**src/rtl/spi_reg_ctrl.sv**
```systemverilog
// spi_reg_ctrl: frame-level controller on top of a byte-level SPI slave.
// Turns the MCU byte stream (command byte + burst of DATA_BYTES-wide words,
// MSB first, address auto-increment) into single-cycle register strobes and
// supplies the byte the slave shifts out on each transfer.
module spi_reg_ctrl #(
  parameter int         DATA_BYTES  = 4,
  parameter int         RD_TIMEOUT  = 16,
  parameter logic [7:0] STATUS_BYTE = 8'hA5
) (
  input  logic                    sys_clk,
  input  logic                    sys_rst_n,
  input  logic                    cs,
  input  logic                    rx_ack,
  input  logic [7:0]              rx_data,
  output logic [7:0]              tx_data,
  output logic [6:0]              reg_addr,
  output logic                    reg_wr_en,
  output logic [8*DATA_BYTES-1:0] reg_wdata,
  output logic                    reg_rd_en,
  input  logic [8*DATA_BYTES-1:0] reg_rdata,
  input  logic                    reg_rd_valid,
  output logic                    busy,
  output logic                    rd_err
);

  localparam int DW  = 8 * DATA_BYTES;
  localparam int BCW = $clog2(DATA_BYTES + 1);
  localparam int TCW = $clog2(RD_TIMEOUT);

  localparam logic [2:0] S_IDLE      = 3'd0;
  localparam logic [2:0] S_CMD       = 3'd1;
  localparam logic [2:0] S_WR        = 3'd2;
  localparam logic [2:0] S_WR_COMMIT = 3'd3;
  localparam logic [2:0] S_RD_REQ    = 3'd4;
  localparam logic [2:0] S_RD_WAIT   = 3'd5;
  localparam logic [2:0] S_RD_SHIFT  = 3'd6;

  logic [2:0]     r_state;
  logic           r_cs_pre;
  logic           r_rd_err;
  logic [6:0]     r_cur_addr;
  logic [BCW-1:0] r_byte_cnt;
  logic [TCW-1:0] r_to_cnt;
  logic [DW-1:0]  r_wbuf;
  logic [DW-1:0]  r_rbuf;

  logic           w_cs_fall;
  logic           w_last_byte;
  logic [TCW-1:0] w_to_next;
  logic           w_to_expire;

  assign w_cs_fall   = r_cs_pre & ~cs;
  assign w_last_byte = (r_byte_cnt == BCW'(DATA_BYTES - 1));
  // The wait expires in the cycle the counter ticks over to RD_TIMEOUT-1,
  // which puts rd_err up exactly RD_TIMEOUT cycles after the read strobe.
  assign w_to_next   = r_to_cnt + 1'b1;
  assign w_to_expire = (w_to_next == TCW'(RD_TIMEOUT - 1));

  // cs edge detector and sticky read-timeout flag (cleared when a new frame starts)
  always_ff @(posedge sys_clk or negedge sys_rst_n) begin
    if (!sys_rst_n) begin
      r_cs_pre <= 1'b1;
      r_rd_err <= 1'b0;
    end else begin
      // NOTE: all state updates use <= so every register samples pre-edge values.
      r_cs_pre <= cs;
      if (w_cs_fall)
        r_rd_err <= 1'b0;
      else if (!cs && r_state == S_RD_WAIT && !reg_rd_valid && w_to_expire)
        r_rd_err <= 1'b1;
    end
  end

  // Frame FSM: command decode, write assembly, read request/wait/shift
  always_ff @(posedge sys_clk or negedge sys_rst_n) begin
    if (!sys_rst_n) begin
      r_state    <= S_IDLE;
      r_cur_addr <= '0;
      r_byte_cnt <= '0;
      r_to_cnt   <= '0;
      // NOTE: the word buffers are reset as well so reg_wdata/tx_data come out
      // of reset at defined values rather than X.
      r_wbuf     <= '0;
      r_rbuf     <= '0;
    end else if (cs) begin
      // Deselect wins over everything, including a same-cycle rx_ack;
      // any partially assembled word is dropped.
      r_state    <= S_IDLE;
      r_byte_cnt <= '0;
    end else begin
      case (r_state)
        S_IDLE: r_state <= S_CMD;

        S_CMD: if (rx_ack) begin
          r_cur_addr <= rx_data[6:0];
          r_byte_cnt <= '0;
          r_state    <= rx_data[7] ? S_RD_REQ : S_WR;
        end

        S_WR: if (rx_ack) begin
          r_wbuf     <= (r_wbuf << 8) | DW'(rx_data);
          r_byte_cnt <= r_byte_cnt + 1'b1;
          if (w_last_byte) r_state <= S_WR_COMMIT;
        end

        S_WR_COMMIT: begin
          r_cur_addr <= r_cur_addr + 7'd1;
          r_byte_cnt <= '0;
          r_state    <= S_WR;
        end

        S_RD_REQ: begin
          r_to_cnt <= '0;
          r_state  <= S_RD_WAIT;
        end

        S_RD_WAIT: begin
          if (reg_rd_valid) begin
            r_rbuf  <= reg_rdata;
            r_state <= S_RD_SHIFT;
          end else if (w_to_expire) begin
            r_rbuf  <= '1;
            r_state <= S_RD_SHIFT;
          end else begin
            r_to_cnt <= w_to_next;
          end
        end

        S_RD_SHIFT: if (rx_ack) begin
          r_rbuf <= r_rbuf << 8;
          if (w_last_byte) begin
            r_byte_cnt <= '0;
            r_cur_addr <= r_cur_addr + 7'd1;
            r_state    <= S_RD_REQ;
          end else begin
            r_byte_cnt <= r_byte_cnt + 1'b1;
          end
        end

        default: r_state <= S_IDLE;
      endcase
    end
  end

  // Strobes are decoded from single-cycle states, so they can never overlap
  // or stretch beyond one cycle.
  assign reg_wr_en = (r_state == S_WR_COMMIT);
  assign reg_rd_en = (r_state == S_RD_REQ);
  assign reg_addr  = r_cur_addr;
  assign reg_wdata = r_wbuf;
  assign busy      = (r_state != S_IDLE);
  assign rd_err    = r_rd_err;
  assign tx_data   = (r_state == S_RD_SHIFT) ? r_rbuf[DW-1 -: 8] : STATUS_BYTE;

endmodule
```
**config.mk**
```make
export PLATFORM = sky130hd
export DESIGN_NAME = spi_reg_ctrl
export DESIGN_NICKNAME = d
export VERILOG_FILES = /design/src/rtl/spi_reg_ctrl.sv
export SDC_FILE = /design/constraint.sdc
export NUM_CORES = 1
export LEC_CHECK = 0
export CAP_MARGIN = 20
export CORE_AREA = 3 3 102 104
export DETAILED_ROUTE_END_ITERATION = 7
export DIE_AREA = 0 0 105 107
export HOLD_SLACK_MARGIN = 0.1
export PLACE_DENSITY = 0.75
export SYNTH_ARGS = -nofsm -noshare
export SYNTH_HDL_FRONTEND = slang
export SYNTH_SLANG_ARGS = --single-unit
```
**constraint.sdc**
```tcl
create_clock -name sys_clk -period 2 [get_ports sys_clk]
set_input_delay 0.2 -clock sys_clk [delete_from_list [all_inputs] [get_ports sys_clk]]
set_output_delay 0.2 -clock sys_clk [all_outputs]
set_load 0.01 [all_outputs]
```
==> flow_summary.ini, run 1 <==
[clock_network]
root_buffer = clkbuf_8
clkSlewWorstSetupHoldPaths_ns = 0.09
cts_tree = built
clk_latency_ns = 0.34
cts_max_path_buffers = 2
cts.sinks = 83
ctsHtreeMaxLevel = 3
cts_buffers = 9

[floorplanning]
ioPinCount = 96
die-area_um2 = 11200
num_rows = 36
start_util_pct = 45.0
core_area_um2 = 9640
die_y_um = 107
die_x_um = 105

[critical_path]
startpoint_type = flop
cp_slowest_stage_delay_ns = 0.61
r2r-start = r_to_cnt[1]
critPathMaxFanout = 5
critPathCapture = rd_err
critPathKind = flop to flop
r2r_cells = 5
crit_path_top_delay_cell = a2111oi_0
crit_start = r_to_cnt[1]
crit_required_ns = 2.26
worstPathArrival_ns = 2.23
worstReg2RegEnd = rd_err
rrSetupSlack_ns = 0.03
cp-end-kind = flop
crit_chain = buf_6 > a21bo_4 > a211o_1 > a2111oi_0 > a2bb2oi_1

[yosys]
synth.area.top_cells = dfrtp_1 (47%), mux2_2 (9.9%), mux2_4 (6.9%)
syn_area_um2 = 4340
synth-edff-count = 0
ys_warn_count = 0
yosys_most_used_dff = dfrtp_1
ys_seq_area_share_pct = 47.9
ys_types = 53
synth_common_cells = dfrtp_1 (82), nand2_1 (68), mux2_2 (38), o21ai_0 (32), mux2_4 (20)
synth_seq_cells = 83
synthArstFlopShare_pct = 100
post-synth-top-count-cell = dfrtp_1
synthCells = 398
synth_area_leader_cell = dfrtp_1
synth_top_area_share_pct = 47.3
syn_area_per_cell_um2 = 10.9
synth.net_count = 449

[place]
hpwl_mm = 7.26
globalplace.congestion = 0.837
portBuffers = 95

[grt]
grt_use_total_pct = 18.0
gr-total-overflow = 0
grt_max_degree = 44
grt_pass1_vias = 3362
grt_pass1_wl_mm = 16.6
grt_antenna_before_repair = 0

[status]
status = finished clean

[route]
drt-wirelength-per-cell_um = 15.8
dr_total_vias = 3428
avgViaCountPerCell = 5.24
drt_iter0_drc = 149
wirelength_mm = 10.3
dr.pass1.iters = 4
drcViolationCount = 0
antenna_left = 0

[power_and_ir_drop]
combPwrFrac_pct = 39.9
pwr-share-clk_pct = 19.1
sequentialPowerShare_pct = 41.0
p_sw_w = 0.00218
powerDensity_nw_per_um2 = 1130
p_int_w = 0.00457
p_total_w = 0.00675
peakVddDrop_mv = 0.546
leakage_nw = 2.67
switching_share_pct = 32.2

[sta]
fmax_mhz = 506
hold_violations = 0
setup_violations = 0
fin_skew_ns = 0.0159
drv_slew = 0
slew_headroom_pct = 54.5
rsz0062_at_grt = yes
worst_slew_pin_slew_ns = 0.666
finalSetupTns_ns = 0
min_period_over_period_pct = 98.7
layout_min_cycle_time_ns = 1.97

[flow_run]
drv_cap = 0

[finish]
drive_above_1_share_pct = 24.4
antenna_cells = 0
area_delta_synth_final_pct = 37.6
nets = 568

[min_path]
hp-class = input pin to asynchronous set/reset pin
==> what timing repair did <==
item                                    4_1_cts  5_1_grt
resized for setup                             7       14
hold buffers                                  1        0
hold endpoints to repair                     82        0
gates cloned                                  0        3
buffers inserted                              2        4
endpoints found under the setup margin       10       26
pin swaps                                     1        5
==> stage by stage <==
step / hold slack (ns) / instance area [um^2] / util (%) / instances / setup slack, ns
after floorplan: -0.0956 / 4340 / - / 398 / 0.173
after global placement: 0.0653 / 5600 / 58.1 / 629 / -0.00937
after detailed placement: 0.0744 / 5600 / 58.1 / 629 / -0.0396
after CTS: 0.246 / 5820 / 60.4 / 647 / 0.0260
after global routing: 0.269 / 5970 / 61.9 / 654 / -0.0599
final: 0.253 / 5970 / 61.9 / 654 / 0.0256
==> cell usage in the layout, fill, tap and decap left out, types with 3 or more instances in the layout <==
| cell | netlist | routed |
|---|---|---|
| a211o_1 | 4 | 4 |
| a211oi_1 | 6 | 6 |
| a2bb2oi_1 | 5 | 5 |
| a31oi_1 | 3 | 3 |
| and2_1 | 9 | 9 |
| and3_1 | 3 | 3 |
| buf_12 | 0 | 5 |
| buf_4 | 0 | 26 |
| buf_6 | 3 | 5 |
| clkbuf_8 | 0 | 9 |
| clkdlybuf4s50_1 | 0 | 87 |
| dfrtp_1 | 82 | 80 |
| dlygate4sd2_1 | 0 | 6 |
| ha_1 | 6 | 4 |
| inv_1 | 13 | 12 |
| mux2_2 | 38 | 38 |
| mux2_4 | 20 | 20 |
| mux2i_1 | 9 | 9 |
| nand2_1 | 68 | 68 |
| nand2b_1 | 6 | 6 |
| nand3_1 | 12 | 12 |
| nand3b_1 | 4 | 4 |
| nand4_1 | 4 | 4 |
| nor2_1 | 10 | 10 |
| o21ai_0 | 32 | 32 |
==> sequential cells by signal, summed over array words and instances (netlist names) <==
register / count
r_byte_cnt: 3
r_cs_pre: 1
r_rbuf: 32
r_state: 3
r_to_cnt: 4
rd_err: 1
reg_addr: 7
reg_wdata: 32
==> cells by family (layout without fill, tap and decap cells) <==
logic type / count (synthesis) / in the layout / share of synthesized area (%)
buffers and inverters: 38 / 161 / 4.07
adder cells (fa/ha/maj): 6 / 6 / 1.73
XOR/XNOR: 1 / 1 / 0.375
flip-flops: 83 / 83 / 47.9
multiplexers: 67 / 67 / 18.9
AND/OR/NAND/NOR: 131 / 131 / 15.1
AO/OA/AOI/OAI: 72 / 72 / 11.9
==> critical path, delay by kind of cell, from the launching register on <==
kind | cells | cell delay, ns
flops | 1 | 0.46
compound gates | 4 | 1.30
buf+inv | 1 | 0.14
==> layer usage <==
metal / share of wire [%] / vias to the layer above / global-route usage, %
met3: 3.9 / 10 / 2.59
met2: 50 / 89 / 29.9
met5: 0 / - / 0
met1: 44 / 1692 / 24.3
met4: 1.3 / 0 / 6.00
li1: - / 1637 / -
==> final cells by class <==
type                    instances  area, um^2
fillers                       799        3670
multi-input cells             277        2110
flip-flops and latches         83        2080
repair buffers                133        1350
well taps                     133         166
clock buffers                  11         131
clock inverters                 4        76.3
inverters                      13        48.8
==> how the worst min path moves through the flow <==
stage | from | endpoint | slack [ns]
2_1_floorplan | sys_rst_n | r_byte_cnt[0] | -0.1
3_3_place_gp | sys_rst_n | reg_wdata[30] | 0.07
3_5_place_dp | sys_rst_n | reg_wdata[26] | 0.07
4_1_cts | sys_rst_n | reg_wdata[6] | 0.25
5_1_grt | sys_rst_n | reg_wdata[11] | 0.27
6_report | sys_rst_n | reg_wdata[11] | 0.25
==> power groups by stage <==
| stage | sequential (W) | combinational (W) | clock (W) |
|---|---|---|---|
| after floorplan | 0.00279 | 0.00133 | 0 |
| after global placement | 0.00274 | 0.00252 | 0 |
| after detailed placement | 0.00279 | 0.00259 | 0 |
| after CTS | 0.00275 | 0.00261 | 0.00131 |
| after global routing | 0.00286 | 0.00290 | 0.00139 |
| final | 0.00277 | 0.00269 | 0.00129 |
(Power assumes the default switching activity.)
==> run 2, diff against run 1 <==
--- a/config.mk
+++ b/config.mk
@@ -9,8 +9,10 @@
 export CORE_AREA = 3 3 102 104
 export DETAILED_ROUTE_END_ITERATION = 7
 export DIE_AREA = 0 0 105 107
+export GPL_TIMING_DRIVEN = 0
 export HOLD_SLACK_MARGIN = 0.1
 export PLACE_DENSITY = 0.75
 export SYNTH_ARGS = -nofsm -noshare
 export SYNTH_HDL_FRONTEND = slang
 export SYNTH_SLANG_ARGS = --single-unit
+export TNS_END_PERCENT = 5
==> run 2 against run 1 <==
Net effect:
- hold slack improved by 0.018 ns
- sequential share of layout area rose by 1.3 points
- global-route usage rose by 0.60 points
- setup slack improved by 0.057 ns
- non-clock buffer count fell by 10
- critical path depth rose by 2
==> flow_summary.ini, run 2 (synthesis results as in run 1) <==
[status]
status = finished clean

[power_and_ir_drop]
sequentialPowerShare_pct = 42.7
powerDensity_nw_per_um2 = 1120
p_total_w = 0.00645
peakVddDrop_mv = 0.492
leakage_nw = 2.53
combPwrFrac_pct = 39.8
switching_share_pct = 34.1
pwr-share-clk_pct = 17.5
p_int_w = 0.00425
p_sw_w = 0.00220

[finish]
nets = 558
fin_area_um2 = 5740
area_delta_synth_final_pct = 32.5
drive_above_1_share_pct = 22.5
final_util_pct = 59.6
fin_cells = 645
final_common_cell = clkdlybuf4s50_1
antenna_cells = 0
mostFrequentLayoutCells = clkdlybuf4s50_1 (83), dfrtp_1 (81), nand2_1 (68)

[flow_run]
drv_cap = 0

[place]
placed_area_um2 = 5480
portBuffers = 95
place_inst = 627
globalplace.congestion = 0.803
hpwl_mm = 7.39

[floorplanning]
die_x_um = 105
core_area_um2 = 9640
num_rows = 36
die_y_um = 107
die-area_um2 = 11200
start_util_pct = 45.0
ioPinCount = 96

[route]
dr.pass1.iters = 4
drcViolationCount = 0
antenna_left = 0
dr_total_vias = 3397
drt-wirelength-per-cell_um = 15.4
drt_iter0_drc = 121
avgViaCountPerCell = 5.27
wirelength_mm = 9.97

[critical_path]
rrSetupSlack_ns = 0.08
critPathMaxFanout = 10
cp-end-kind = flop
worstReg2RegEnd = r_rbuf[12]
worstPathArrival_ns = 2.15
startpoint_type = flop
r2r_cells = 7
critPathKind = flop to flop
crit_required_ns = 2.23
r2r-start = r_to_cnt[0]

[sta]
min_period_over_period_pct = 95.9
layout_min_cycle_time_ns = 1.92
hold_violations = 0
slew_headroom_pct = 61.5
fmax_mhz = 522
fin_skew_ns = 0.0178
drv_slew = 0
finalSetupTns_ns = 0
setup_violations = 0
worst_slew_pin_slew_ns = 0.563

[clock_network]
cts_max_path_buffers = 2
cts.sinks = 83
clkSlewWorstSetupHoldPaths_ns = 0.10
ctsHtreeMaxLevel = 3
cts_tree = built
clk_latency_ns = 0.35
root_buffer = clkbuf_8
cts_buffers = 9

[grt]
grt_use_total_pct = 18.6
grt_antenna_before_repair = 0
grt_pass1_vias = 3426
grt_pass1_wl_mm = 17.2
grt_max_degree = 66
gr-total-overflow = 0

[min_path]
hp-class = input pin to asynchronous set/reset pin
## run 2: cell count changes in the layout (fill, tap and decap cells not counted), moves of 2 or more
cell	previous run	this run
buf_4	26	2
clkdlybuf4s50_1	87	83
buf_6	5	7
inv_6	0	3
clkbuf_2	0	5
buf_12	5	1
clkbuf_16	2	0
buf_2	0	6
clkbuf_1	2	8
bufinv_16	2	0
## run 2: how the worst max path moves through the flow
stage,from,end,slack (ns),depth (start not counted)
2_1_floorplan,r_to_cnt[0],r_rbuf[12],0.17,7
4_1_cts,r_to_cnt[1],r_rbuf[5],-0.08,6
3_3_place_gp,sys_rst_n,rd_err,-2.21,1
3_5_place_dp,cs,r_rbuf[12],-0.24,7
6_report,r_to_cnt[0],r_rbuf[12],0.08,7
5_1_grt,r_to_cnt[1],rd_err,-0.02,4
## run 2: final cells by class
type                       instances  area [um^2]
timing repair buffer              99          985
clock buffer                       9          124
sequential                        83         2080
clock inverter                     7         57.6
tap                              133          166
fill                             870         3890
inverter                          13         48.8
multi-input combinational        277         2110
buffer                            24          175
## run 2: worst max-delay path, cell delays in order, from the launching register on
cell and delay [ns]:
dfrtp_2 0.44, inv_1 0.09, ha_2 0.21, nand4b_1 0.13
a21oi_1 0.12, nor3_4 0.27, buf_6 0.22, mux2_4 0.32
## run 2: stage by stage
stage	worst slack [ns]	hold WS [ns]
global route	-0.0172	0.272
floorplan	0.173	-0.0956
CTS	-0.0772	0.256
global placement	-2.21	0.473
finish	0.0825	0.272
detailed placement	-0.244	0.0956
## run 2: repair_timing
| item | 4_1_cts | 5_1_grt |
|---|---|---|
| resized for setup | 33 | 15 |
| endpoints found under the hold margin | 82 | 0 |
| pin swaps | 1 | 3 |
| hold buffers | 1 | 0 |
| setup buffers | 0 | 2 |
| setup endpoints to repair | 40 | 40 |
## run 2: power groups by stage
| stage | combinational (W) | clock [W] | sequential [W] |
|---|---|---|---|
| finish | 0.00257 | 0.00113 | 0.00276 |
| global route | 0.00278 | 0.00123 | 0.00286 |
| CTS | 0.00257 | 0.00116 | 0.00274 |
| detailed placement | 0.00251 | 0 | 0.00277 |
| global placement | 0.00245 | 0 | 0.00274 |
| floorplan | 0.00133 | 0 | 0.00279 |
## run 2: per-layer routing
metal	part of all wire, %	track usage [%]
met5	0	0
met4	0.58	3.94
met2	51	31.9
met3	4.3	3.43
met1	44	24.7
